--- src/rtl/mc_ctrl_pkg.sv ---
// Shared encodings for the multi-cycle MIPS control unit: FSM states, datapath
// mux codes, ALU operations, opcode/funct constants and the decoded-instruction record.
package mc_ctrl_pkg;

  localparam int ALU_W = 4;

  typedef enum logic [2:0] {
    ST_IF  = 3'd0,
    ST_ID  = 3'd1,
    ST_EX  = 3'd2,
    ST_MEM = 3'd3,
    ST_WB  = 3'd4
  } state_t;

  // ALU_NOP passes operand A through unchanged; lui relies on this.
  localparam logic [ALU_W-1:0] ALU_NOP  = 4'd0;
  localparam logic [ALU_W-1:0] ALU_ADD  = 4'd1;
  localparam logic [ALU_W-1:0] ALU_SUB  = 4'd2;
  localparam logic [ALU_W-1:0] ALU_AND  = 4'd3;
  localparam logic [ALU_W-1:0] ALU_OR   = 4'd4;
  localparam logic [ALU_W-1:0] ALU_SLT  = 4'd5;
  localparam logic [ALU_W-1:0] ALU_SLTU = 4'd6;
  localparam logic [ALU_W-1:0] ALU_SLL  = 4'd7;
  localparam logic [ALU_W-1:0] ALU_NOR  = 4'd8;
  localparam logic [ALU_W-1:0] ALU_SRL  = 4'd9;

  localparam logic [1:0] SRCA_RS    = 2'b00;
  localparam logic [1:0] SRCA_SHAMT = 2'b01;
  localparam logic [1:0] SRCA_LUI   = 2'b10;
  localparam logic [1:0] SRCA_PC    = 2'b11;

  localparam logic [1:0] SRCB_RT    = 2'b00;
  localparam logic [1:0] SRCB_IMM   = 2'b01;
  localparam logic [1:0] SRCB_FOUR  = 2'b10;

  localparam logic [1:0] NPC_PC4    = 2'b00;
  localparam logic [1:0] NPC_BRANCH = 2'b01;
  localparam logic [1:0] NPC_JUMP   = 2'b10;
  localparam logic [1:0] NPC_JR     = 2'b11;

  localparam logic [1:0] GPR_RD     = 2'b00;
  localparam logic [1:0] GPR_RT     = 2'b01;
  localparam logic [1:0] GPR_RA     = 2'b10;

  localparam logic [1:0] WD_ALU     = 2'b00;
  localparam logic [1:0] WD_MDR     = 2'b01;
  localparam logic [1:0] WD_PC      = 2'b10;

  localparam logic [5:0] OP_RTYPE = 6'h00;
  localparam logic [5:0] OP_J     = 6'h02;
  localparam logic [5:0] OP_JAL   = 6'h03;
  localparam logic [5:0] OP_BEQ   = 6'h04;
  localparam logic [5:0] OP_BNE   = 6'h05;
  localparam logic [5:0] OP_ADDI  = 6'h08;
  localparam logic [5:0] OP_SLTI  = 6'h0A;
  localparam logic [5:0] OP_ORI   = 6'h0D;
  localparam logic [5:0] OP_LUI   = 6'h0F;
  localparam logic [5:0] OP_LW    = 6'h23;
  localparam logic [5:0] OP_SW    = 6'h2B;

  localparam logic [5:0] FN_SLL  = 6'h00;
  localparam logic [5:0] FN_SRL  = 6'h02;
  localparam logic [5:0] FN_JR   = 6'h08;
  localparam logic [5:0] FN_ADD  = 6'h20;
  localparam logic [5:0] FN_ADDU = 6'h21;
  localparam logic [5:0] FN_SUB  = 6'h22;
  localparam logic [5:0] FN_SUBU = 6'h23;
  localparam logic [5:0] FN_AND  = 6'h24;
  localparam logic [5:0] FN_OR   = 6'h25;
  localparam logic [5:0] FN_NOR  = 6'h27;
  localparam logic [5:0] FN_SLT  = 6'h2A;
  localparam logic [5:0] FN_SLTU = 6'h2B;

  typedef enum logic [3:0] {
    CLS_ALU_R,
    CLS_ALU_I,
    CLS_LW,
    CLS_SW,
    CLS_BEQ,
    CLS_BNE,
    CLS_J,
    CLS_JAL,
    CLS_JR,
    CLS_ILLEGAL
  } instr_cls_t;

  typedef struct packed {
    instr_cls_t       cls;
    logic [ALU_W-1:0] alu_op;
    logic [1:0]       src_a;
    logic [1:0]       src_b;
    logic             ext_op;
  } dec_t;

  function automatic logic is_alu(input instr_cls_t c);
    return (c == CLS_ALU_R) || (c == CLS_ALU_I);
  endfunction

endpackage

--- src/rtl/mc_ctrl_if.sv ---
// Controller <-> datapath/memory bundle. Handshake: MemRead/MemWrite/IorD are held
// stable until the cycle mem_ready=1, which completes the access in that same cycle.
interface mc_ctrl_if #(
  parameter int ALUOP_W = 4,
  parameter int CNT_W   = 32
);
  logic [5:0]         Op;
  logic [5:0]         Funct;
  logic               Zero;
  logic               mem_ready;
  logic               PCWrite;
  logic               IRWrite;
  logic               IorD;
  logic               MemRead;
  logic               MemWrite;
  logic               RegWrite;
  logic               EXTOp;
  logic [ALUOP_W-1:0] ALUOp;
  logic [1:0]         ALUSrcA;
  logic [1:0]         ALUSrcB;
  logic [1:0]         NPCOp;
  logic [1:0]         GPRSel;
  logic [1:0]         WDSel;
  logic [2:0]         state;
  logic               illegal;
  logic               mem_err;
  logic [CNT_W-1:0]   instret;

  modport master (
    input  Op, Funct, Zero, mem_ready,
    output PCWrite, IRWrite, IorD, MemRead, MemWrite, RegWrite, EXTOp,
           ALUOp, ALUSrcA, ALUSrcB, NPCOp, GPRSel, WDSel,
           state, illegal, mem_err, instret
  );

  modport slave (
    output Op, Funct, Zero, mem_ready,
    input  PCWrite, IRWrite, IorD, MemRead, MemWrite, RegWrite, EXTOp,
           ALUOp, ALUSrcA, ALUSrcB, NPCOp, GPRSel, WDSel,
           state, illegal, mem_err, instret
  );
endinterface

--- src/rtl/mc_decode.sv ---
// Pure combinational instruction decoder: Op/Funct -> instruction class plus the
// ALU operation, operand selects and immediate extension used in EX.
module mc_decode
  import mc_ctrl_pkg::*;
(
  input  logic [5:0] op,
  input  logic [5:0] funct,
  output dec_t       dec
);

  always_comb begin
    dec = '{cls: CLS_ILLEGAL, alu_op: ALU_NOP, src_a: SRCA_RS,
            src_b: SRCB_RT, ext_op: 1'b0};
    case (op)
      OP_RTYPE: begin
        dec.cls = CLS_ALU_R;
        case (funct)
          FN_ADD, FN_ADDU: dec.alu_op = ALU_ADD;
          FN_SUB, FN_SUBU: dec.alu_op = ALU_SUB;
          FN_AND:          dec.alu_op = ALU_AND;
          FN_OR:           dec.alu_op = ALU_OR;
          FN_NOR:          dec.alu_op = ALU_NOR;
          FN_SLT:          dec.alu_op = ALU_SLT;
          FN_SLTU:         dec.alu_op = ALU_SLTU;
          FN_SLL: begin
            dec.alu_op = ALU_SLL;
            dec.src_a  = SRCA_SHAMT;
          end
          FN_SRL: begin
            dec.alu_op = ALU_SRL;
            dec.src_a  = SRCA_SHAMT;
          end
          FN_JR:           dec.cls = CLS_JR;
          default:         dec.cls = CLS_ILLEGAL;
        endcase
      end
      OP_ADDI: begin
        dec.cls    = CLS_ALU_I;
        dec.alu_op = ALU_ADD;
        dec.src_b  = SRCB_IMM;
        dec.ext_op = 1'b1;
      end
      OP_SLTI: begin
        dec.cls    = CLS_ALU_I;
        dec.alu_op = ALU_SLT;
        dec.src_b  = SRCB_IMM;
        dec.ext_op = 1'b1;
      end
      // ori zero-extends its immediate
      OP_ORI: begin
        dec.cls    = CLS_ALU_I;
        dec.alu_op = ALU_OR;
        dec.src_b  = SRCB_IMM;
      end
      OP_LUI: begin
        dec.cls    = CLS_ALU_I;
        dec.alu_op = ALU_NOP;
        dec.src_a  = SRCA_LUI;
        dec.src_b  = SRCB_IMM;
      end
      OP_LW, OP_SW: begin
        dec.cls    = (op == OP_LW) ? CLS_LW : CLS_SW;
        dec.alu_op = ALU_ADD;
        dec.src_b  = SRCB_IMM;
        dec.ext_op = 1'b1;
      end
      OP_BEQ, OP_BNE: begin
        dec.cls    = (op == OP_BEQ) ? CLS_BEQ : CLS_BNE;
        dec.alu_op = ALU_SUB;
      end
      OP_J:    dec.cls = CLS_J;
      OP_JAL:  dec.cls = CLS_JAL;
      default: dec.cls = CLS_ILLEGAL;
    endcase
  end

endmodule

--- src/rtl/mc_ctrl.sv ---
// Multi-cycle MIPS control FSM (IF/ID/EX/MEM/WB) over one shared memory port,
// with a memory-wait timeout and a retired-instruction counter.
module mc_ctrl
  import mc_ctrl_pkg::*;
#(
  parameter int ALUOP_W     = 4,
  parameter int MEM_TIMEOUT = 16,
  parameter int CNT_W       = 32
) (
  input  logic      clk,
  input  logic      rst,
  mc_ctrl_if.master bus
);

  localparam int TMO_W = $clog2(MEM_TIMEOUT) + 1;

  state_t           state_q;
  state_t           state_d;
  logic [TMO_W-1:0] tmo_q;
  logic [CNT_W-1:0] instret_q;
  dec_t             dec;
  logic             waiting;
  logic             timeout;
  logic             retire;

  mc_decode u_decode (
    .op    (bus.Op),
    .funct (bus.Funct),
    .dec   (dec)
  );

  assign waiting = ((state_q == ST_IF) || (state_q == ST_MEM)) && !bus.mem_ready;
  assign timeout = waiting && (tmo_q == TMO_W'(MEM_TIMEOUT - 1));
  assign bus.instret = instret_q;

  always_ff @(posedge clk or posedge rst) begin
    if (rst) state_q <= ST_IF;
    else     state_q <= state_d;
  end

  always_comb begin
    state_d = state_q;
    retire  = 1'b0;
    case (state_q)
      ST_IF: begin
        if (timeout)            state_d = ST_IF;
        else if (bus.mem_ready) state_d = ST_ID;
      end
      ST_ID: state_d = (dec.cls == CLS_ILLEGAL) ? ST_IF : ST_EX;
      ST_EX: begin
        if (is_alu(dec.cls)) begin
          state_d = ST_WB;
        end else if ((dec.cls == CLS_LW) || (dec.cls == CLS_SW)) begin
          state_d = ST_MEM;
        end else begin
          state_d = ST_IF;
          retire  = 1'b1;
        end
      end
      ST_MEM: begin
        if (timeout) begin
          state_d = ST_IF;
        end else if (bus.mem_ready) begin
          if (dec.cls == CLS_LW) begin
            state_d = ST_WB;
          end else begin
            state_d = ST_IF;
            retire  = 1'b1;
          end
        end
      end
      ST_WB: begin
        state_d = ST_IF;
        retire  = 1'b1;
      end
      default: state_d = ST_IF;
    endcase
  end

  // Wait counter restarts on every state change and after an abort that stays in IF.
  always_ff @(posedge clk or posedge rst) begin
    if (rst) begin
      tmo_q     <= '0;
      instret_q <= '0;
    end else begin
      if (timeout || (state_d != state_q)) tmo_q <= '0;
      else if (waiting)                    tmo_q <= tmo_q + TMO_W'(1);
      if (retire) instret_q <= instret_q + CNT_W'(1);
    end
  end

  // Outputs are forced low while rst is high so a reset mid-access drops requests at once.
  always_comb begin
    bus.PCWrite  = 1'b0;
    bus.IRWrite  = 1'b0;
    bus.IorD     = 1'b0;
    bus.MemRead  = 1'b0;
    bus.MemWrite = 1'b0;
    bus.RegWrite = 1'b0;
    bus.EXTOp    = 1'b0;
    bus.ALUOp    = '0;
    bus.ALUSrcA  = SRCA_RS;
    bus.ALUSrcB  = SRCB_RT;
    bus.NPCOp    = NPC_PC4;
    bus.GPRSel   = GPR_RD;
    bus.WDSel    = WD_ALU;
    bus.state    = state_q;
    bus.illegal  = 1'b0;
    bus.mem_err  = 1'b0;
    if (!rst) begin
      case (state_q)
        ST_IF: begin
          bus.MemRead = 1'b1;
          bus.mem_err = timeout;
          if (bus.mem_ready) begin
            bus.IRWrite = 1'b1;
            bus.PCWrite = 1'b1;
            bus.NPCOp   = NPC_PC4;
          end
        end
        ST_ID: bus.illegal = (dec.cls == CLS_ILLEGAL);
        ST_EX: begin
          bus.ALUOp   = ALUOP_W'(dec.alu_op);
          bus.ALUSrcA = dec.src_a;
          bus.ALUSrcB = dec.src_b;
          bus.EXTOp   = dec.ext_op;
          case (dec.cls)
            CLS_BEQ, CLS_BNE: begin
              bus.NPCOp   = NPC_BRANCH;
              bus.PCWrite = (dec.cls == CLS_BEQ) ? bus.Zero : !bus.Zero;
            end
            CLS_J: begin
              bus.PCWrite = 1'b1;
              bus.NPCOp   = NPC_JUMP;
            end
            // PC already holds the return address after the fetch increment
            CLS_JAL: begin
              bus.PCWrite  = 1'b1;
              bus.NPCOp    = NPC_JUMP;
              bus.RegWrite = 1'b1;
              bus.GPRSel   = GPR_RA;
              bus.WDSel    = WD_PC;
            end
            CLS_JR: begin
              bus.PCWrite = 1'b1;
              bus.NPCOp   = NPC_JR;
            end
            default: ;
          endcase
        end
        ST_MEM: begin
          bus.IorD     = 1'b1;
          bus.MemRead  = (dec.cls == CLS_LW);
          bus.MemWrite = (dec.cls == CLS_SW) && !timeout;
          bus.mem_err  = timeout;
        end
        ST_WB: begin
          bus.RegWrite = 1'b1;
          bus.GPRSel   = ((dec.cls == CLS_ALU_I) || (dec.cls == CLS_LW)) ? GPR_RT : GPR_RD;
          bus.WDSel    = (dec.cls == CLS_LW) ? WD_MDR : WD_ALU;
        end
        default: ;
      endcase
    end
  end

endmodule

--- src/flat_wrapper.sv ---
// flat-port wrapper written by rule: the top's interface ports become plain ports
module mc_ctrl_flat import mc_ctrl_pkg::*;
#(
  parameter int ALUOP_W     = 4,
  parameter int MEM_TIMEOUT = 16,
  parameter int CNT_W       = 32
)
  (clk, rst, bus_Op, bus_Funct, bus_Zero, bus_mem_ready, bus_PCWrite, bus_IRWrite, bus_IorD, bus_MemRead, bus_MemWrite, bus_RegWrite, bus_EXTOp, bus_ALUOp, bus_ALUSrcA, bus_ALUSrcB, bus_NPCOp, bus_GPRSel, bus_WDSel, bus_state, bus_illegal, bus_mem_err, bus_instret);
  mc_ctrl_if #(.ALUOP_W(ALUOP_W), .CNT_W(CNT_W)) bus_i ();
  input  logic clk;
  input  logic rst;
  input wire logic [$bits(bus_i.Op)-1:0] bus_Op;
  input wire logic [$bits(bus_i.Funct)-1:0] bus_Funct;
  input wire logic [$bits(bus_i.Zero)-1:0] bus_Zero;
  input wire logic [$bits(bus_i.mem_ready)-1:0] bus_mem_ready;
  output wire logic [$bits(bus_i.PCWrite)-1:0] bus_PCWrite;
  output wire logic [$bits(bus_i.IRWrite)-1:0] bus_IRWrite;
  output wire logic [$bits(bus_i.IorD)-1:0] bus_IorD;
  output wire logic [$bits(bus_i.MemRead)-1:0] bus_MemRead;
  output wire logic [$bits(bus_i.MemWrite)-1:0] bus_MemWrite;
  output wire logic [$bits(bus_i.RegWrite)-1:0] bus_RegWrite;
  output wire logic [$bits(bus_i.EXTOp)-1:0] bus_EXTOp;
  output wire logic [$bits(bus_i.ALUOp)-1:0] bus_ALUOp;
  output wire logic [$bits(bus_i.ALUSrcA)-1:0] bus_ALUSrcA;
  output wire logic [$bits(bus_i.ALUSrcB)-1:0] bus_ALUSrcB;
  output wire logic [$bits(bus_i.NPCOp)-1:0] bus_NPCOp;
  output wire logic [$bits(bus_i.GPRSel)-1:0] bus_GPRSel;
  output wire logic [$bits(bus_i.WDSel)-1:0] bus_WDSel;
  output wire logic [$bits(bus_i.state)-1:0] bus_state;
  output wire logic [$bits(bus_i.illegal)-1:0] bus_illegal;
  output wire logic [$bits(bus_i.mem_err)-1:0] bus_mem_err;
  output wire logic [$bits(bus_i.instret)-1:0] bus_instret;
  assign bus_i.Op = bus_Op;
  assign bus_i.Funct = bus_Funct;
  assign bus_i.Zero = bus_Zero;
  assign bus_i.mem_ready = bus_mem_ready;
  assign bus_PCWrite = bus_i.PCWrite;
  assign bus_IRWrite = bus_i.IRWrite;
  assign bus_IorD = bus_i.IorD;
  assign bus_MemRead = bus_i.MemRead;
  assign bus_MemWrite = bus_i.MemWrite;
  assign bus_RegWrite = bus_i.RegWrite;
  assign bus_EXTOp = bus_i.EXTOp;
  assign bus_ALUOp = bus_i.ALUOp;
  assign bus_ALUSrcA = bus_i.ALUSrcA;
  assign bus_ALUSrcB = bus_i.ALUSrcB;
  assign bus_NPCOp = bus_i.NPCOp;
  assign bus_GPRSel = bus_i.GPRSel;
  assign bus_WDSel = bus_i.WDSel;
  assign bus_state = bus_i.state;
  assign bus_illegal = bus_i.illegal;
  assign bus_mem_err = bus_i.mem_err;
  assign bus_instret = bus_i.instret;
  mc_ctrl #(.ALUOP_W(ALUOP_W), .MEM_TIMEOUT(MEM_TIMEOUT), .CNT_W(CNT_W)) u_core (.clk(clk), .rst(rst), .bus(bus_i));
endmodule
--- config.mk ---
export PLATFORM = sky130hd
export DESIGN_NAME = mc_ctrl_flat
export DESIGN_NICKNAME = d
export VERILOG_FILES = /design/src/rtl/mc_ctrl_pkg.sv /design/src/rtl/mc_ctrl_if.sv /design/src/rtl/mc_decode.sv /design/src/rtl/mc_ctrl.sv /design/src/flat_wrapper.sv
export SDC_FILE = /design/constraint.sdc
export NUM_CORES = 1
export LEC_CHECK = 0
export CORE_ASPECT_RATIO = 0.9
export CORE_MARGIN = 1.5
export CORE_UTILIZATION = 53
export CTS_CLUSTER_DIAMETER = 200
export DETAILED_ROUTE_END_ITERATION = 10
export PLACE_DENSITY = 0.95
export SYNTH_ARGS = -nofsm -noshare
export SYNTH_HDL_FRONTEND = slang
export SYNTH_SLANG_ARGS = --single-unit
--- constraint.sdc ---
create_clock -name clk -period 3.45 [get_ports clk]
set_clock_uncertainty 0.1 [all_clocks]
set_input_delay 0.345 -clock clk [delete_from_list [all_inputs] [get_ports clk]]
set_output_delay 0.345 -clock clk [all_outputs]
set_load 0.03 [all_outputs]
; ---- Word-level counts from Yosys, hierarchy flattened
; Cells that the tools add are included.
; Widths: inputs -> output; s select.
[totals]
regBits = 40
latch_bits = 0
mem_bits_rw = 0
romBits = 0
inputBits = 16
wordCells = 136
memories = 0
[op_classes]
n_addsub = 2
multipliers = 0
n_div = 0
magnitude_cmp = 0
eq_ne = 36
shifts = 0
n_mux = 65
bitwise_logic = 0
n_reduce_logical = 30
[op_table]
columns = cell, n
row1 = $eq 6x6->1 const B, 11
row2 = $pmux 4 s9, 1
row3 = $add 32x1->32 const B, 1
row4 = $mux 1, 31
row5 = $eq 6x4->1 const B, 5
row6 = $pmux 4 s6, 1
row7 = $mux 2, 10
row8 = $pmux 4 s5, 1
row9 = $eq 6x2->1 const B, 3
row10 = $mux 3, 6
row11 = $eq 4x3->1 const B, 4
row12 = $reduce_or 2->1, 8
row13 = $eq 6x3->1 const B, 2
row14 = $logic_not 6->1, 2
row15 = $pmux 2 s2, 3
row16 = $pmux 3 s4, 1
row17 = $reduce_or 11->1, 1
row18 = $mux 5, 2
row19 = $eq 4x2->1 const B, 2
row20 = $eq 4x4->1 const B, 2
row21 = $mux 4, 2
row22 = $pmux 1 s2, 4
row23 = $pmux 4 s2, 1
row24 = $reduce_or 4->1, 2
row25 = 17 further kinds, 27

; ---- Longest topological paths before layout
; Gate-level depths: netlist of the first run.
[depth]
ltp_word = 12
ltp_mapped = 9

; ---- Cells and area by module
; From an unflattened synthesis of the first run, not the netlist that was laid out.
[unflattened]
hier_cells = 314
area_unflattened_um2 = 2834.0
[by_module_without_submodules]
columns = mod, n_inst, cells_per_inst, area_each_um2, seq_area_each_um2
row1 = mc_ctrl, 1, 232, 2343.5, 1001.0
row2 = mc_decode, 1, 82, 490.5, 0.0

; ---- Least setup slack after synthesis of the first run
; No wires, ideal clock.
[synth_path]
path_type = in2out
from = input port bus_Op[5]
to = output port bus_RegWrite
t_arrival_ns = 2.608
setup_slack_ns = 0.397
cell_stages = 7
path_buffers = 2
path_cell_list = buf_6 or3_4 nor4_4 a31oi_1 clkbuf_1 nor3b_1 a31o_2
[synth_between]
elab_chain_len = 7
elab_cells_between_ends = 21
classes_between = 11 x eq/ne / 6 x mux / 4 x reduce/logical
[synth_rtl]
columns = item, line
row1 = start: declaration, flat_wrapper.sv:12  ; input wire logic [$bits(bus_i.Op)-1:0] bus_Op;
row2 = $eq 6x4->1 (tied with other cells), mc_decode.sv:14  ; case (op)
row3 = $reduce_or 4->1 (no line) (tied with other cells), --
row4 = $pmux 4 s6 *, mc_decode.sv:14
row5 = $eq 4x3->1 *, mc_ctrl.sv:127  ; case (dec.cls)
row6 = $mux 1 *, mc_ctrl.sv:127
row7 = $pmux 1 s2 *, mc_ctrl.sv:111  ; case (state_q)
row8 = $mux 1 *, mc_ctrl.sv:110  ; if (!rst) begin
row9 = end: declaration, flat_wrapper.sv:21  ; output wire logic [$bits(bus_i.RegWrite)-1:0] bus_RegWrite;
; Mark *: on every way between the ends. The rest lies on a longest branch, timed or not.

; ---- Worst setup path in the final report of the first run
[layout_path]
from = input port bus_Op[2]
to = output port bus_GPRSel[0]
[layout_between]
elab_chain_len = 8
elab_cells_between_ends = 23
classes_between = 12 x eq/ne / 6 x mux / 5 x reduce/logical
[layout_rtl]
columns = item, line
row1 = $eq 6x4->1 (tied with other cells), mc_decode.sv:14
row2 = $reduce_or 4->1 (no line) (tied with other cells), --
row3 = $pmux 4 s6 *, mc_decode.sv:14
row4 = $eq 4x1->1 / $eq 4x2->1 (equally long branches), mc_ctrl.sv:159  ; bus.GPRSel = ((dec.cls == CLS_ALU_I) || (dec.cls == CLS_LW)) ? GPR_RT : GPR_RD;
row5 = $logic_or 1x1->1 *, mc_ctrl.sv:159
row6 = $mux 1 *, mc_ctrl.sv:159
row7 = $pmux 2 s2 *, mc_ctrl.sv:111
row8 = $mux 2 *, mc_ctrl.sv:110
row9 = end: declaration, flat_wrapper.sv:27  ; output wire logic [$bits(bus_i.GPRSel)-1:0] bus_GPRSel;
; Marked as above.

==> impl_summary.md, run 1 <==
Clocking
The sink count of the clock tree is 40. The clock tree buffer depth is 2. For the worst-skew pair, the clock arrives at the later sink with an insertion delay of 0.29 ns. The CTS clock-pin slew for the worst setup and hold paths is 0.07 ns. The number of setup buffers added after CTS is 0. The cell sitting at the root of the clock tree is a sky130_fd_sc_hd__clkbuf_8.

The number of instances resized during post-cts repair is 0. TritonCTS built the clock tree. The H-tree was split into 2 levels. After clock tree synthesis, the flow added hold-fix buffers numbering 0. The number of clock buffers added by TritonCTS is 5.

Floorplanning
The die covers roughly 5600 µm². The row count is 24. The placeable core region is 4920 µm². During I/O placement, the number of pins put on the boundary was 74. The starting density of the core is 55.6%. The floorplan step set the die width to 78.8 µm. Measured along the y axis, the die boundary spans 71.2 µm.

Worst hold path
The cell depth of the worst hold path is 1. For hold timing, the worst endpoint is u_core.tmo_q[0]$_DFFE_PP0P_. The path class of the tightest hold or removal check is flop to flop.

The startpoint of the worst hold path is u_core.tmo_q[0]$_DFFE_PP0P_.

Routing
The initial detailed-routing violation count is 198. The number of detailed-routing iterations run before antenna repair is 4. The detail route stage leaves a number of antenna-violating nets equal to 0. The routed wirelength normalized by instance count is 16.3 µm.

The routed design has 7300 µm of wire. In the routed layout, each cell is associated on average with a via count of 6.08. The total vias in the final route is 2725. For this run, design rule violations remaining after detail routing come to 0.

Setup path
The worst register-to-register path has a depth of 6. STA classifies the critical path startpoint as a primary input. The minimum setup slack among reg-to-reg paths is roughly 0.94 ns. The start point of the critical path is bus_Op[2]. The worst setup path is of the primary input to primary output kind. For the worst setup path, the data required time is 3.00 ns.

At the worst endpoint, the arrival time is 2.76 ns. STA classifies the critical path endpoint as a primary output. The largest fanout of any net on the critical path is 12.

The worst reg2reg path endpoint is u_core.bus.instret[19]$_DFFE_PP0P_. The worst register-to-register path begins at u_core.bus.instret[8]$_DFFE_PP0P_.

Pwr
After layout, the design draws a total of about 1.2 mW. The highest ir drop seen on vdd is 0.404 mV. The leakage power of the design is 1.38 nW. The power per standard cell area is ~340 nW/µm².

Logic synthesis
The average footprint of a synthesized cell is 8.87 µm². Counting flops and latches in the post-synthesis netlist gives 40. Synthesis produced a netlist whose cell count is 309.

Sequential cells were found to cover a little over a third of the synthesized design area. The dominant synthesized flop cell is sky130_fd_sc_hd__dfrtp_1. In this run, synthesis inferred 0 flip-flops with an integrated enable. During synthesis, Yosys emitted a total of 0 warnings.

The number of distinct library cells after synthesis is 56. The cell area after technology mapping is 2740 µm². The post-synthesis net count is 328. Of all flip-flops after synthesis, the portion carrying an async set or reset was 100%.

Finish
In the layout the commonest cells are sky130_fd_sc_hd__clkdlybuf4s50_1, sky130_fd_sc_hd__dfrtp_1, sky130_fd_sc_hd__xnor2_1, sky130_fd_sc_hd__nor2_1, sky130_fd_sc_hd__buf_4. The area growth from synthesis to final layout is 32.0%. In the final layout, the share of cells above drive strength 1 is ~11%. The library cell used most frequently in the layout, excluding fill and tap cells, is sky130_fd_sc_hd__clkdlybuf4s50_1. The net count reported at finish is ~400. The number of filler instances in the final layout is 356. The multi-input gate area in the final layout is 1610 µm². The number of diodes is 0. The area of all sequential standard cells is between 1000 and 1500 µm².

STA
Derived from the worst setup path, the maximum achievable clock frequency is a little over 300 MHz. Setup repair after global routing left no endpoint under its margin. Setup violations remaining at the end of the flow were counted as 0.

In the final timing run, aggregate negative setup slack is 0 ns. The headroom to the max-slew limit is 50.4%. The final critical-path share of the clock period is 92.9%.

Across all setup checks in the final design, the least slack found is 0.245 ns. The count of endpoints failing hold in the final timing report is 0. For the pin with the worst max-slew slack, the measured transition is 0.744 ns. The total count of max-transition violations in the final report was 0.

The time the worst path needs with I/O delays and setup is 3.21 ns.

GRT
The number of global-route vias before repair came to 2513. The global route total overflow is 0. The initial antenna violation count is 0.

Across every metal layer, demand over resource in global routing totals 27.3%. The first-pass GRT wire length is about 12000 µm. Entering global routing, the biggest net connects slightly above 40 pins.

Placed design
The detailed-placement wirelength estimate is 5390 µm. The final RePlAce weighted congestion is 0.880. The setup slack at placement is 0.265 ns.

Input and output buffers added on the ports amount to 72.

Job
The max-cap violation count is 0.

Status
The flow ran to the end, and the final reports show no timing, DRC or antenna violations.
[state kept, by name, summed over array words and instances (netlist names)]
name,count
u_core.tmo_q,5
u_core.bus.state,3
u_core.bus.instret,32
[Yosys cell counts (8+ instances only)]
library cell	count	share of area (%)
sky130_fd_sc_hd__xnor2_1	34	11
sky130_fd_sc_hd__nor3_1	8	1.5
sky130_fd_sc_hd__dfrtp_1	40	37
sky130_fd_sc_hd__nor2_1	29	4.0
sky130_fd_sc_hd__o21ai_0	10	1.8
sky130_fd_sc_hd__clkbuf_1	9	1.2
sky130_fd_sc_hd__nand4_1	9	2.1
sky130_fd_sc_hd__a21oi_1	16	2.9
sky130_fd_sc_hd__o211ai_1	13	3.6
sky130_fd_sc_hd__nand2_1	23	3.2
sky130_fd_sc_hd__and3_1	9	2.1
[through the flow]
stage                     hold WS (ns)  std cells  utilization [%]  instance area [µm²]
final                            0.398        448             73.5                 3620
after global routing             0.426        448             73.5                 3620
after CTS                        0.393        448             73.5                 3620
after detailed placement         0.373        441             71.5                 3520
after global placement           0.349        441             71.5                 3520
after floorplan                  0.332        309                -                 2740
[metal layers]
metal | global-route usage, % | up-vias | part of all wire, %
met5 | 0 | - | 0
met4 | 9.72 | 0 | 1.7
met3 | 3.95 | 16 | 5.6
met2 | 42.7 | 114 | 48
met1 | 38.8 | 1320 | 45
li1 | - | 1275 | -
[critical path: stages]
cell                              delay [ns]
sky130_fd_sc_hd__clkdlybuf4s50_1        0.59
sky130_fd_sc_hd__buf_4                  0.22
sky130_fd_sc_hd__xnor2_1                0.14
sky130_fd_sc_hd__o211ai_1               0.12
sky130_fd_sc_hd__nor3_2                 0.43
sky130_fd_sc_hd__nand2_1                0.13
sky130_fd_sc_hd__or3_1                  0.39
sky130_fd_sc_hd__a21oi_1                0.20
sky130_fd_sc_hd__buf_4                  0.19
[area by class of cell]
type                            count  share of cell area (%)
Clock buffer                        7                    2.66
Inverter                            7                   0.726
Timing Repair Buffer               86                    22.1
Sequential cell                    40                    27.7
Tap cell                           65                    2.25
Multi-Input combinational cell    243                    44.6
[report_power, final]
| part | switching (mW) | internal [mW] |
|---|---|---|
| Sequential | 0.0456 | 0.498 |
| Clock | 0.154 | 0.178 |
| Combinational | 0.227 | 0.140 |
| Total | 0.427 | 0.816 |
[worst max path at each step]
stage                          endpoint  slack, ns  depth (start not counted)
after floorplan            bus_RegWrite       0.40                          7
after global placement     bus_MemWrite       0.33                          7
after detailed placement   bus_MemWrite       0.26                          7
after CTS                  bus_MemWrite       0.26                          7
after global routing       bus_MemWrite       0.13                          7
final                     bus_GPRSel[0]       0.24                          9
[logic make-up (layout without fill, tap and decap cells)]
family                   after synthesis  after routing  share of synthesized area [%]
flip-flops                            40             40                           36.5
adder cells (fa/ha/maj)                3              3                           1.37
other                                  1              1                          0.137
AO/OA/AOI/OAI                         71             71                           18.6
AND/OR/NAND/NOR                      131            131                           26.8
XOR/XNOR                              36             36                           11.5
buffers and inverters                 26            100                           4.66
multiplexers                           1              1                          0.411
Power figures use the tool's default switching activity.
==> run 2: changes to the inputs <==
CORE_UTILIZATION = 49   (was 53)
PLACE_DENSITY = 0.92   (was 0.95)
SKIP_CTS_REPAIR_TIMING = 1   (was unset)
clock period = 3.2 ns   (was 3.45 ns; I/O delays follow)
==> impl_summary.md, run 2 (synthesis results as in run 1) <==
GRT
The global route total overflow was 0 (unchanged). The number of global-route vias before repair was 2444 (was 2513). The first-pass GRT wire length came to 11600 µm (was 12000 µm). The initial antenna violation count is 0 (unchanged).

The total global routing track utilization was 24.8% (was 27.3%). The largest net degree at the start of global routing came to 43 (was 41).

Floorplanning
The die span in y is 73.9 µm (was 71.2 µm). The placeable core region was 5320 µm² (was 4920 µm²). The top-level I/O count is 74 (unchanged). The row count is 25 (was 24). The die extent in x is 81.8 µm (was 78.8 µm). The starting density of the core is 51.5% (was 55.6%). The overall die area is 6050 µm² (was 5610 µm²).

Clocking
The clock tree buffer depth came to 2 (unchanged). The CTS clock-pin slew for the worst setup and hold paths is 0.07 ns (about the same). The CTS root buffer was sky130_fd_sc_hd__clkbuf_8 (unchanged). The number of buffers created by CTS is 5 (unchanged). The insertion delay of the later-clocked pin in the worst-skew pair was 0.29 ns (about the same). The sink count of the clock tree is 40 (unchanged). The maximum level of the CTS H-tree is 2 (unchanged). The clock tree from TritonCTS is yes (unchanged).

Finish
The multi-input gate area in the final layout came to 1610 µm² (unchanged). Commonest cells after routing, fill and taps aside: sky130_fd_sc_hd__clkdlybuf4s50_1, sky130_fd_sc_hd__dfrtp_1, sky130_fd_sc_hd__xnor2_1, sky130_fd_sc_hd__buf_4, sky130_fd_sc_hd__nor2_1 (was sky130_fd_sc_hd__clkdlybuf4s50_1, sky130_fd_sc_hd__dfrtp_1, sky130_fd_sc_hd__xnor2_1, sky130_fd_sc_hd__nor2_1, sky130_fd_sc_hd__buf_4). The area of all sequential standard cells came to 1000 µm² (unchanged). The most common cell after layout, fill and taps aside is sky130_fd_sc_hd__clkdlybuf4s50_1 (unchanged). The net count reported at finish came to 406 (was 402). The fraction of layout cells with a size suffix above 1 was 12.4% (was 11.2%). The number of flip-flops in the largest register is 32 (unchanged). The area growth from synthesis to final layout came to 32.3% (was 32.0%).

The number of filler instances in the final layout is 440 (was 356). The number of diodes was 0 (unchanged). The final cell count without fillers is 454 (was 448).

Setup path
The largest fanout of any net on the critical path was 10 (was 12). The cell type of the slowest stage on the worst timing path is sky130_fd_sc_hd__clkdlybuf4s50_1 (unchanged). The data arrival at the endpoint of the critical path is 2.66 ns (was 2.76 ns). The category of the most critical setup path is primary input to primary output (unchanged). The type of element capturing the critical path was a primary output (unchanged). The peak per-stage delay on the critical path is 0.71 ns (was 0.59 ns).

The most numerous cell on the critical path was sky130_fd_sc_hd__clkdlybuf4s50_1 (was sky130_fd_sc_hd__buf_4). The required time at the worst-slack endpoint is 2.78 ns (was 3.00 ns). The sort of element at the start of the critical path is a primary input (unchanged).

Cells along the critical path: clkdlybuf4s50_1 > nand2b_1 > a32oi_1 > a31oi_1 > buf_4 > nor3_1 > clkdlybuf4s50_1 (was clkdlybuf4s50_1 > buf_4 > xnor2_1 > o211ai_1 > nor3_2 > nand2_1 > or3_1 > a21oi_1 > buf_4).

Worst hold path
The path class of the lowest-slack min-delay path is flop to flop (unchanged).

STA
The time the worst path needs with I/O delays and setup is 3.08 ns. The headroom to the max-slew limit is 64.8% (was 50.4%). The maximum operating frequency is 325 MHz. The count of endpoints failing hold in the final timing report is 0 (unchanged). The final setup slack of the worst path is 0.120 ns (was 0.245 ns). The total count of max-transition violations in the final report is 0 (unchanged). The transition at the pin with the smallest max-transition slack is 0.528 ns (was 0.744 ns). The final critical-path share of the clock period is between 90% and 100%. The sum of negative setup slack is 0 ns (unchanged).

Setup repair after global routing missed its margin: no (unchanged). The number of failing setup endpoints in the final timing report came to 0 (unchanged).

Routing
The number of detailed-routing iterations run before antenna repair came to 4 (unchanged). The aggregate routed wire length is 7120 µm (was 7300 µm). The average via count per standard cell is 5.91 (was 6.08). The DRC violation count after routing is 0 (unchanged). The initial detailed-routing violation count is 235 (was 198). The total vias in the final route came to 2683 (was 2725). The routed wirelength normalized by instance count is 15.7 µm (was 16.3 µm). The post-detailed-route count of antenna-violating nets was 0 (unchanged).

Pwr
The highest ir drop seen on vdd came to 0.470 mV (was 0.404 mV). The power per standard cell area is 360 nW/µm² (was 344 nW/µm²). The leakage power of the design came to 1.40 nW (was 1.38 nW).

Placed design
The detailed-placement wirelength estimate is 5440 µm (was 5390 µm). The final RePlAce weighted congestion was 0.884 (was 0.880). The count of input and output buffers came to 72 (unchanged).

The number of cells after detailed placement is 447 (was 441). The setup slack at placement is 0.156 ns (was 0.265 ns).

Job
The max-cap violation count came to 0 (unchanged).

Status
Result of the run: completed (unchanged).
==> run 2: cell count changes in the layout (fill, tap and decap cells not counted), sizes merged <==
cell | before | now
clkbuf | 7 | 6
buf | 24 | 30
clkdlybuf4s50 | 62 | 60
clkinv | 0 | 1
==> run 2: layer usage <==
metal	track usage, %	vias to the layer above	routed length, µm
met2	40.3	87	3520
met1	34.1	1296	3150
met5	0	-	0
met3	4.42	10	348
met4	6.59	0	102
li1	-	1290	-
==> run 2: cell type report <==
type                    count  share of cell area, %
inverters                   7                  0.725
multi-input cells         243                   44.4
well taps                  67                   2.31
flip-flops and latches     40                   27.6
clock buffers               6                   2.00
repair buffers             90                   22.8
clock inverters             1                  0.138
==> run 2: path summary, 6_finish.rpt <==
check / from / endpoint / slack (ns) / cells after the start
max: bus_Funct[0] / bus_illegal / 0.12 / 7
min: u_core.tmo_q[0]$_DFFE_PP0P_ / u_core.tmo_q[0]$_DFFE_PP0P_ / 0.37 / 1
max reg2reg: u_core.bus.instret[8]$_DFFE_PP0P_ / u_core.bus.instret[21]$_DFFE_PP0P_ / 0.61 / 6
min reg2reg: u_core.tmo_q[0]$_DFFE_PP0P_ / u_core.tmo_q[0]$_DFFE_PP0P_ / 0.37 / 1
max in group asynchronous: rst / u_core.bus.instret[6]$_DFFE_PP0P_ / 2.17 / 3
min in group asynchronous: rst / u_core.bus.state[1]$_DFF_PP0_ / 0.47 / 3
==> run 2: critical path: cells and delay by family <==
family	cells	cell delay, ns
buffers and inverters	3	1.44
AO/OA/AOI/OAI	2	0.46
AND/OR/NAND/NOR	2	0.44
==> run 2: power breakdown <==
part / switching (mW) / internal (mW) / leakage, nW
Clock: 0.172 / 0.148 / 0.0410
Combinational: 0.243 / 0.154 / 0.814
Sequential: 0.0514 / 0.537 / 0.545
==> run 2: per-stage QoR <==
stage / hold WS (ns) / instance area (µm²) / total power, mW / util [%]
detailed placement: 0.360 / 3550 / 0.989 / 66.7
global placement: 0.347 / 3550 / 0.978 / 66.7
floorplan: 0.332 / 2740 / 0.835 / -
CTS: 0.372 / 3630 / 1.31 / 68.2
global route: 0.399 / 3630 / 1.37 / 68.2
finish: 0.373 / 3630 / 1.31 / 68.2
==> run 3: changes to the inputs <==
MAX_ROUTING_LAYER = met4   (was unset)
SLEW_MARGIN = 20   (was unset)
==> impl_summary.md, run 3 (synthesis results as in run 1) <==
GRT
The first-pass GRT wire length is 11200 µm (was 11600 µm). The total global routing track utilization was 24.6% (was 24.8%). The initial antenna violation count came to 0 (unchanged). The largest net degree at the start of global routing is 43 (unchanged).

The number of global-route vias before repair is 2380 (was 2444). The global route total overflow is 0 (unchanged).

Worst hold path
The startpoint of the worst hold path is u_core.tmo_q[0]$_DFFE_PP0P_ (unchanged). The hold path endpoint is u_core.tmo_q[0]$_DFFE_PP0P_ (unchanged). The cell depth of the worst hold path was 1 (unchanged).

The path class of the lowest-slack min-delay path is flop to flop (unchanged).

STA
The total count of max-transition violations in the final report is 0 (unchanged). Setup repair after global routing missed its margin: no (unchanged). The final critical-path share of the clock period is 95.7% (was 96.3%). The maximum operating frequency was 327 MHz (was 325 MHz). The time the worst path needs with I/O delays and setup was 3.06 ns (was 3.08 ns). The sum of negative setup slack is 0 ns (unchanged). The headroom to the max-slew limit came to 65.3% (was 64.8%).

The transition at the pin with the smallest max-transition slack is 0.521 ns (was 0.528 ns). The final setup slack of the worst path is 0.137 ns (was 0.120 ns). The number of failing setup endpoints in the final timing report is 0 (unchanged). The count of endpoints failing hold in the final timing report was 0 (unchanged).

Routing
The total vias in the final route came to 2620 (was 2683). The initial detailed-routing violation count is 207 (was 235). The DRC violation count after routing is 0 (unchanged). The post-detailed-route count of antenna-violating nets was 0 (unchanged). The routed wirelength normalized by instance count is 15.5 µm (was 15.7 µm). The aggregate routed wire length is 7070 µm (was 7120 µm). The number of detailed-routing iterations run before antenna repair is 4 (unchanged). The average via count per standard cell is 5.76 (was 5.91).

Placed design
The count of input and output buffers is 72 (unchanged). The number of cells after detailed placement is 447 (unchanged). The detailed-placement wirelength estimate is 5290 µm (was 5440 µm). The final RePlAce weighted congestion is 0.891 (was 0.884). The setup slack at placement is 0.145 ns (was 0.156 ns).

Finish
The fraction of layout cells with a size suffix above 1 is 12.9% (was 12.4%). The number of diodes is 0 (unchanged). Commonest cells after routing, fill and taps aside: sky130_fd_sc_hd__clkdlybuf4s50_1, sky130_fd_sc_hd__dfrtp_1, sky130_fd_sc_hd__xnor2_1, sky130_fd_sc_hd__buf_4, sky130_fd_sc_hd__nor2_1 (unchanged). The number of flip-flops in the largest register is 32 (unchanged).

The net count reported at finish was 406 (unchanged). The post-route core utilization came to 68.4% (was 68.2%). The number of filler instances in the final layout is 432 (was 440). The most common cell after layout, fill and taps aside is sky130_fd_sc_hd__clkdlybuf4s50_1 (unchanged).

The area growth from synthesis to final layout is 32.8% (was 32.3%). The final cell count without fillers was 455 (was 454).

Floorplanning
The die extent in x is 81.8 µm (unchanged). The row count came to 25 (unchanged). The die span in y was 73.9 µm (unchanged). The placeable core region is 5320 µm² (unchanged). The starting density of the core is 51.5% (unchanged).

The overall die area is 6050 µm² (unchanged). The top-level I/O count came to 74 (unchanged).

Pwr
The highest ir drop seen on vdd came to 0.488 mV (was 0.470 mV). The leakage power of the design is 1.43 nW (was 1.40 nW). The power per standard cell area is 362 nW/µm² (was 360 nW/µm²). The total power after layout is 1.32 mW (was 1.31 mW).

Setup path
The largest fanout of any net on the critical path is 10 (unchanged). The type of element capturing the critical path is a primary output (unchanged). The required time at the worst-slack endpoint is 2.78 ns (about the same).

The data arrival at the endpoint of the critical path is 2.64 ns (was 2.66 ns). The worst reg2reg path endpoint is u_core.bus.instret[21]$_DFFE_PP0P_ (unchanged). The worst reg-to-reg path cell count is 6 (unchanged). The minimum setup slack among reg-to-reg paths is 0.72 ns (was 0.61 ns). The sort of element at the start of the critical path is a primary input (unchanged). The category of the most critical setup path is primary input to primary output (unchanged). The beginning of the worst register-to-register path is u_core.bus.instret[3]$_DFFE_PP0P_ (was u_core.bus.instret[8]$_DFFE_PP0P_).

Clocking
The CTS clock-pin slew for the worst setup and hold paths is 0.09 ns (was 0.07 ns). The clock tree buffer depth was 2 (unchanged). The number of buffers created by CTS is 5 (unchanged).

The sink count of the clock tree is 40 (unchanged). The CTS root buffer is sky130_fd_sc_hd__clkbuf_8 (unchanged). The maximum level of the CTS H-tree is 2 (unchanged). The clock tree from TritonCTS is yes (unchanged). The insertion delay of the later-clocked pin in the worst-skew pair was 0.30 ns (was 0.29 ns).

Status
Result of the run: completed (unchanged).

Job
The max-cap violation count is 0 (unchanged).
==> run 3: worst max path at each step <==
stage,start,end,slack [ns],cells past startpoint
finish,bus_Funct[5],bus_illegal,0.14,7
global route,bus_Funct[5],bus_illegal,0.04,7
detailed placement,bus_Funct[5],bus_RegWrite,0.14,7
CTS,bus_Funct[5],bus_RegWrite,0.14,7
global placement,bus_Funct[0],bus_illegal,0.17,7
floorplan,bus_Op[5],bus_RegWrite,0.20,7
==> run 3: metal layers <==
metal  share of wire [%]  global-route usage [%]
met1                  45                    33.7
met3                 4.2                    3.56
met4                 1.5                    8.29
met2                  49                    37.5
met5                   0                       -
==> run 3: cell type report <==
class                           instances  area (µm²)  share of cell area [%]
Sequential cell                        40        1000                    27.5
Clock inverter                          3        18.8                   0.516
Multi-Input combinational cell        243        1610                    44.3
Timing Repair Buffer                   90         828                    22.8
Clock buffer                            5        68.8                    1.89
Inverter                                7        26.3                   0.722
Tap cell                               67        83.8                    2.30
==> run 3: power breakdown <==
part / switching [mW] / internal (mW)
Combinational: 0.240 / 0.155
Clock: 0.186 / 0.152
Sequential: 0.0487 / 0.537
==> run 3: stage by stage <==
step | cell area [µm²] | hold WS (ns)
after floorplan | 2740 | 0.332
after global placement | 3550 | 0.347
after detailed placement | 3550 | 0.351
after CTS | 3640 | 0.364
after global routing | 3640 | 0.399
final | 3640 | 0.365
==> run 3: worst max-delay path, stage by stage <==
cell and delay [ns]:
sky130_fd_sc_hd__clkdlybuf4s50_1 0.54, sky130_fd_sc_hd__nor2b_1 0.20, sky130_fd_sc_hd__a32oi_1 0.32, sky130_fd_sc_hd__a31oi_1 0.16, sky130_fd_sc_hd__buf_4 0.20, sky130_fd_sc_hd__nor3_1 0.21, sky130_fd_sc_hd__clkdlybuf4s50_1 0.70
